--- src/rtl/spi_input_controller_adc.sv ---
// ---------------------------------------------------------------------------
// spi_input_controller_adc
//
// SPI master that reads one 16-bit word per request from the microphone ADC
// and presents the low 12 bits as an unsigned sample with a one-cycle strobe.
// Receive-side counterpart of the SPI DAC output controller.
//
// Frame: CS_n low, SCLK held high for HALF_PERIOD cycles, then 16 bit-periods
// (SCLK low HALF_PERIOD, high HALF_PERIOD), MSB first. SDATA is captured on
// the cycle SCLK rises. CS_n then stays high for at least QUIET_CYCLES.
//
// Parameters:
//   HALF_PERIOD   clock_50Mhz cycles per SCLK half-period (4..255)
//   QUIET_CYCLES  minimum CS_n-high cycles between frames
//
// Ports:
//   clock_50Mhz      in   system clock
//   reset_n          in   asynchronous active-low reset
//   input_SPI_SDATA  in   ADC serial data (asynchronous, synchronized here)
//   output_SPI_SCLK  out  SPI clock, idles high
//   output_SPI_CS_n  out  ADC chip select, active low
//   requestSample    in   level start, only looked at in IDLE
//   outputSample     out  last captured 12-bit sample (held)
//   sampleValid      out  one-cycle pulse when outputSample updates
//   isBusy           out  high in every state except IDLE
//   frameError       out  leading-zero nibble was non-zero on last frame
//
// Optional feature macro: SPI_ADC_ZERO_CHECK_EN
//   defined   -> frameError reports shift[15:12] != 0 on each sampleValid
//   undefined -> frameError tied low, no check logic
// ---------------------------------------------------------------------------
module spi_input_controller_adc #(
  parameter int HALF_PERIOD  = 25,
  parameter int QUIET_CYCLES = 50
) (
  input  logic        clock_50Mhz,
  input  logic        reset_n,
  input  logic        input_SPI_SDATA,
  output logic        output_SPI_SCLK,
  output logic        output_SPI_CS_n,
  input  logic        requestSample,
  output logic [11:0] outputSample,
  output logic        sampleValid,
  output logic        isBusy,
  output logic        frameError
);

  localparam int MAXC = (HALF_PERIOD > QUIET_CYCLES) ? HALF_PERIOD : QUIET_CYCLES;
  localparam int CW   = $clog2(MAXC + 1);
  localparam logic [CW-1:0] HP_M1 = CW'(HALF_PERIOD - 1);
  localparam logic [CW-1:0] QC_M1 = CW'(QUIET_CYCLES - 1);

  typedef enum logic [1:0] {IDLE, SETUP, SHIFT, QUIET} state_t;

  state_t         state_q, state_d;
  logic [CW-1:0]  cnt_q, cnt_d;
  logic [4:0]     bitcnt_q, bitcnt_d;
  logic [15:0]    shift_q, shift_d;
  logic [11:0]    sample_q, sample_d;
  logic           sclk_q, sclk_d;
  logic           cs_n_q, cs_n_d;
  logic           busy_q, busy_d;
  logic           valid_q, valid_d;
  logic           req_q, req_d;
  logic           sync1_q, sync2_q;

  // Request is latched only while idle; the FSM acts on it one edge later,
  // which puts CS_n low one cycle after the sampling edge and leaves one
  // extra idle cycle between back-to-back frames.
  always_comb begin
    state_d  = state_q;
    cnt_d    = cnt_q;
    bitcnt_d = bitcnt_q;
    shift_d  = shift_q;
    sample_d = sample_q;
    sclk_d   = 1'b1;
    valid_d  = 1'b0;
    req_d    = (state_q == IDLE) && requestSample;
    case (state_q)
      IDLE: begin
        cnt_d    = '0;
        bitcnt_d = '0;
        if (req_q) state_d = SETUP;
      end
      SETUP: begin
        if (cnt_q == HP_M1) begin
          state_d = SHIFT;
          cnt_d   = '0;
          sclk_d  = 1'b0;
        end else begin
          cnt_d = cnt_q + 1'b1;
        end
      end
      SHIFT: begin
        sclk_d = sclk_q;
        if (cnt_q == HP_M1) begin
          cnt_d = '0;
          if (!sclk_q) begin
            // rising SCLK: capture one bit
            sclk_d   = 1'b1;
            shift_d  = {shift_q[14:0], sync2_q};
            bitcnt_d = bitcnt_q + 1'b1;
          end else if (bitcnt_q == 5'd16) begin
            // end of high time after the 16th rise
            state_d  = QUIET;
            sclk_d   = 1'b1;
            valid_d  = 1'b1;
            sample_d = shift_q[11:0];
          end else begin
            sclk_d = 1'b0;
          end
        end else begin
          cnt_d = cnt_q + 1'b1;
        end
      end
      QUIET: begin
        bitcnt_d = '0;
        if (cnt_q == QC_M1) begin
          state_d = IDLE;
          cnt_d   = '0;
        end else begin
          cnt_d = cnt_q + 1'b1;
        end
      end
      default: state_d = IDLE;
    endcase
    cs_n_d = !((state_d == SETUP) || (state_d == SHIFT));
    busy_d = (state_d != IDLE);
  end

  always_ff @(posedge clock_50Mhz or negedge reset_n) begin
    if (!reset_n) begin
      state_q  <= IDLE;
      cnt_q    <= '0;
      bitcnt_q <= '0;
      shift_q  <= '0;
      sample_q <= '0;
      sclk_q   <= 1'b1;
      cs_n_q   <= 1'b1;
      busy_q   <= 1'b0;
      valid_q  <= 1'b0;
      req_q    <= 1'b0;
      sync1_q  <= 1'b0;
      sync2_q  <= 1'b0;
    end else begin
      state_q  <= state_d;
      cnt_q    <= cnt_d;
      bitcnt_q <= bitcnt_d;
      shift_q  <= shift_d;
      sample_q <= sample_d;
      sclk_q   <= sclk_d;
      cs_n_q   <= cs_n_d;
      busy_q   <= busy_d;
      valid_q  <= valid_d;
      req_q    <= req_d;
      sync1_q  <= input_SPI_SDATA;
      sync2_q  <= sync1_q;
    end
  end

`ifdef SPI_ADC_ZERO_CHECK_EN
  logic err_q, err_d;

  always_comb begin
    err_d = err_q;
    if (valid_d) err_d = (shift_q[15:12] != 4'h0);
  end

  always_ff @(posedge clock_50Mhz or negedge reset_n) begin
    if (!reset_n) err_q <= 1'b0;
    else          err_q <= err_d;
  end

  assign frameError = err_q;
`else
  assign frameError = 1'b0;
`endif

  assign output_SPI_SCLK = sclk_q;
  assign output_SPI_CS_n = cs_n_q;
  assign outputSample    = sample_q;
  assign sampleValid     = valid_q;
  assign isBusy          = busy_q;

endmodule
--- config.mk ---
export PLATFORM = sky130hd
export DESIGN_NAME = spi_input_controller_adc
export DESIGN_NICKNAME = d
export VERILOG_FILES = /design/src/rtl/spi_input_controller_adc.sv
export SDC_FILE = /design/constraint.sdc
export NUM_CORES = 1
export LEC_CHECK = 0
export ABC_CLOCK_PERIOD_IN_PS = 2200
export CAP_MARGIN = 20
export CORE_AREA = 2 2 64 66
export DETAILED_ROUTE_END_ITERATION = 7
export DIE_AREA = 0 0 66 68
export GPL_TIMING_DRIVEN = 0
export PLACE_DENSITY = 0.83
export SLEW_MARGIN = 10
export SYNTH_ARGS = -nofsm -noshare
export SYNTH_HDL_FRONTEND = slang
export SYNTH_SLANG_ARGS = --single-unit
--- constraint.sdc ---
create_clock -name clock_50Mhz -period 2.2 [get_ports clock_50Mhz]
set_input_delay 0.55 -clock clock_50Mhz [delete_from_list [all_inputs] [get_ports clock_50Mhz]]
set_output_delay 0.55 -clock clock_50Mhz [all_outputs]
set_load 0.02 [all_outputs]
==> flow_metrics.tcl <==
set metrics [dict create \
    leakagePower_nw 1.14 \
    syn_area_sq_um 2010 \
    critPathArrivalTime_ps 1550 \
    r2r-start "cnt_q[0]" \
    slew_headroom 0.623 \
    wire_per_inst_um 14.0 \
    synth-simple-area-share 0.114 \
    htree_levels 2 \
    crit_start "output_SPI_SCLK" \
    antennaDiodeCount 0 \
    worstMarginPinSlew_ps 563 \
    wl_met1_um 1440 \
    slew_violations 0 \
    clkSinkCount 44 \
    cts_tree "built" \
    synth_mux_area_frac 0.134 \
    viasPerCell 5.39 \
    grt_max_degree 28 \
    clk_pin_slew_worst_paths_ps 80 \
    regArea_sq_um 1100 \
    die_w_um 66 \
    status "finished clean" \
    syn_avg_cell_area_sq_um 12.7 \
    synth_warnings 0 \
    dp_hpwl_um 2480 \
    cp_max_fo 6 \
    rsz0062_at_grt "no" \
    critical_path.top_delay_family "buffers and inverters" \
    drtAntennaViolNets 0 \
    fin_crit_sh 0.956 \
    synth_xor_area_frac 0.0174 \
    p_per_area_nw_per_um2 863 \
    setup_viol 0 \
    peakVddDrop_mv 0.518 \
    path_cells "clkdlybuf4s50_1" \
    fin_cells 237 \
    drt_pass1_iterations 4 \
    fin_util 0.619 \
    gr-usage-all-layers 0.163 \
    crit_type "reg -> out" \
    placedCellCount 229 \
    drt_iter0_drc 91 \
    max_cap_viol_count 0 \
    worstSkewPairLatency_ps 290 \
    synth_cells 159 \
    numCtsBuffers 5 \
    clock_skew_ps 7.22 \
    ys_types 35 \
    clock_path_buffers 2 \
    slowest_stage "clkdlybuf4s50_1" \
    overflow 0 \
    netlist.area_leader.share 0.522 \
    grt_pass1_wl_um 5530 \
    io_buffers 19 \
    synth_top_area_cell "dfrtp_1" \
    syn_to_final_growth_pct 18.6 \
    start_util 0.522 \
    seq_area_frac_synth 0.548 \
    synth-adder-area-share 0.0684 \
    slowest_delay_ps 640 \
    hold_violations 0 \
    grt_pass1_vias 1278 \
    worst_ep_required_time_ps 1650 \
    vias 1277 \
    wl_met3_um 149 \
    hold_class "in -> async" \
    ys_ff_latch 44 \
    highest_layer "met4" \
    fp.dieH_um 68 \
    crit_buf_inv 1 \
    synth_area_leaders "dfrtp_1 (52%), mux2_2 (13%), ha_1 (6.8%), dfstp_2 (2.6%), inv_1 (2.4%)" \
    synth_compound_area_frac 0.0764 \
    max_freq_mhz 476 \
    met2_length_um 1640 \
    finalCriticalPeriod_ps 2100 \
    synth_top_family_by_area "multiplexers" \
    antenna_found_initial 0 \
    wirelength_um 3320 \
    num_rows 23 \
    gp_congestion 0.959 \
    core_area_sq_um 3860 \
    endpoint_kind "primary output" \
    dieArea_sq_um 4490 \
    drive_above_1_share 0.241 \
    whs_ps 193 \
    cts_resized 0 \
    cts-hold-fix-buffers 0 \
    fin_nets 201 \
    remaining_drc_errors 0 \
    io_pins 21 \
    syn_nets 174 \
    crit_path_start_kind "register" \
    fillers 314 \
    cts-root-buf "clkbuf_8" \
    multi_input_comb_area_sq_um 831 \
    post_cts_buffers 0 \
]
[layout by cell type, fill, tap and decap left out, types with 2 or more instances in the layout]
cell,synthesis,routed
mux2_2,24,24
nand2_1,3,3
nor3_4,2,2
clkdlybuf4s50_1,0,18
clkbuf_8,0,5
dfstp_2,2,2
a21oi_1,3,3
dfrtp_1,42,42
o32ai_1,2,2
ha_1,11,11
o21ai_0,5,5
nor2_1,12,12
nand4_1,2,2
o31ai_1,4,4
inv_1,13,13
a32oi_1,2,2
xor2_1,3,3
and2_1,4,4
nand3_1,6,6
buf_6,2,2
[routing by layer]
layer / vias to the layer above / GRT usage
met2: 34 / 0.274
met3: 9 / 0.0461
met1: 627 / 0.192
li1: 607 / -
met5: - / 0
met4: 0 / 0.0816
[registers in the layout, indices dropped and copies added, names as in the netlist]
signal and count:
bitcnt_q 5, shift_q 12, isBusy 1, req_q 1, state_q 2, cnt_q 6, output_SPI_CS_n 1, sampleValid 1
outputSample 12, output_SPI_SCLK 1, sync2_q 1, sync1_q 1
[stage by stage]
stage / setup WS, ps / cell area [sq um] / TNS [ps] / total power, mW
floorplan: 399 / 2010 / 0 / 1.31
global placement: -437 / 2270 / -18360 / 1.45
detailed placement: 216 / 2280 / 0 / 1.49
CTS: 88.6 / 2390 / 0 / 2.09
global route: 55.0 / 2390 / 0 / 2.20
finish: 97.8 / 2390 / 0 / 2.06
[layout make-up]
type,instances,area share
plain buffers,3,0.0126
well taps,50,0.0262
repair buffers,20,0.0859
inverters,13,0.0204
clock inverters,2,0.0147
flip-flops and latches,44,0.462
clock buffers,6,0.0304
multi-input cells,99,0.348
[logic make-up after synthesis]
kind of cell | Yosys count
AO/OA/AOI/OAI | 22
XOR/XNOR | 4
adder cells (fa/ha/maj) | 11
buffers and inverters | 16
flip-flops | 44
multiplexers | 24
other | 1
AND/OR/NAND/NOR | 37
[worst paths after layout]
path	to	slack [ps]	depth (start not counted)
max	output_SPI_SCLK	100	1
min	state_q[1]	190	1
max reg2reg	outputSample[2]	230	7
min reg2reg	sync2_q	360	0
max in group asynchronous	output_SPI_CS_n	1460	2
min in group clock_50Mhz	sync2_q	360	0
[synthesized netlist by cell type]
master	count
nand3_1	6
nand4_1	2
xnor2_1	1
nor2_1	12
mux2_2	24
o21ai_0	5
o32ai_1	2
ha_1	11
or2_2	1
nand2_1	3
buf_6	2
nand2_4	1
o32a_1	1
a32oi_1	2
and2_1	4
o31ai_1	4
a21oi_1	3
inv_1	13
o31a_1	1
xor2_1	3
nor3b_4	1
a211o_1	1
a21boi_0	1
buf_4	1
nand2b_1	1
a21o_1	1
dfstp_2	2
and3_1	1
nor3_1	1
nor3_4	2
dfrtp_1	42
conb_1	1
and4bb_2	1
and2_2	1
a31oi_1	1
[worst register-to-register path, stage by stage (launching register included)]
cell	delay [ps]
dfrtp_1	440
inv_1	80
ha_1	140
nor3b_4	270
nand2_4	140
nor3_4	250
buf_6	190
mux2_2	350
[where the power goes]
part | switching [mW] | internal [mW] | leakage, nW
registers | 0.0753 | 0.893 | 0.596
logic | 0.298 | 0.212 | 0.493
clock network | 0.247 | 0.337 | 0.0552
Note: power is estimated with default switching activity, not from simulation.
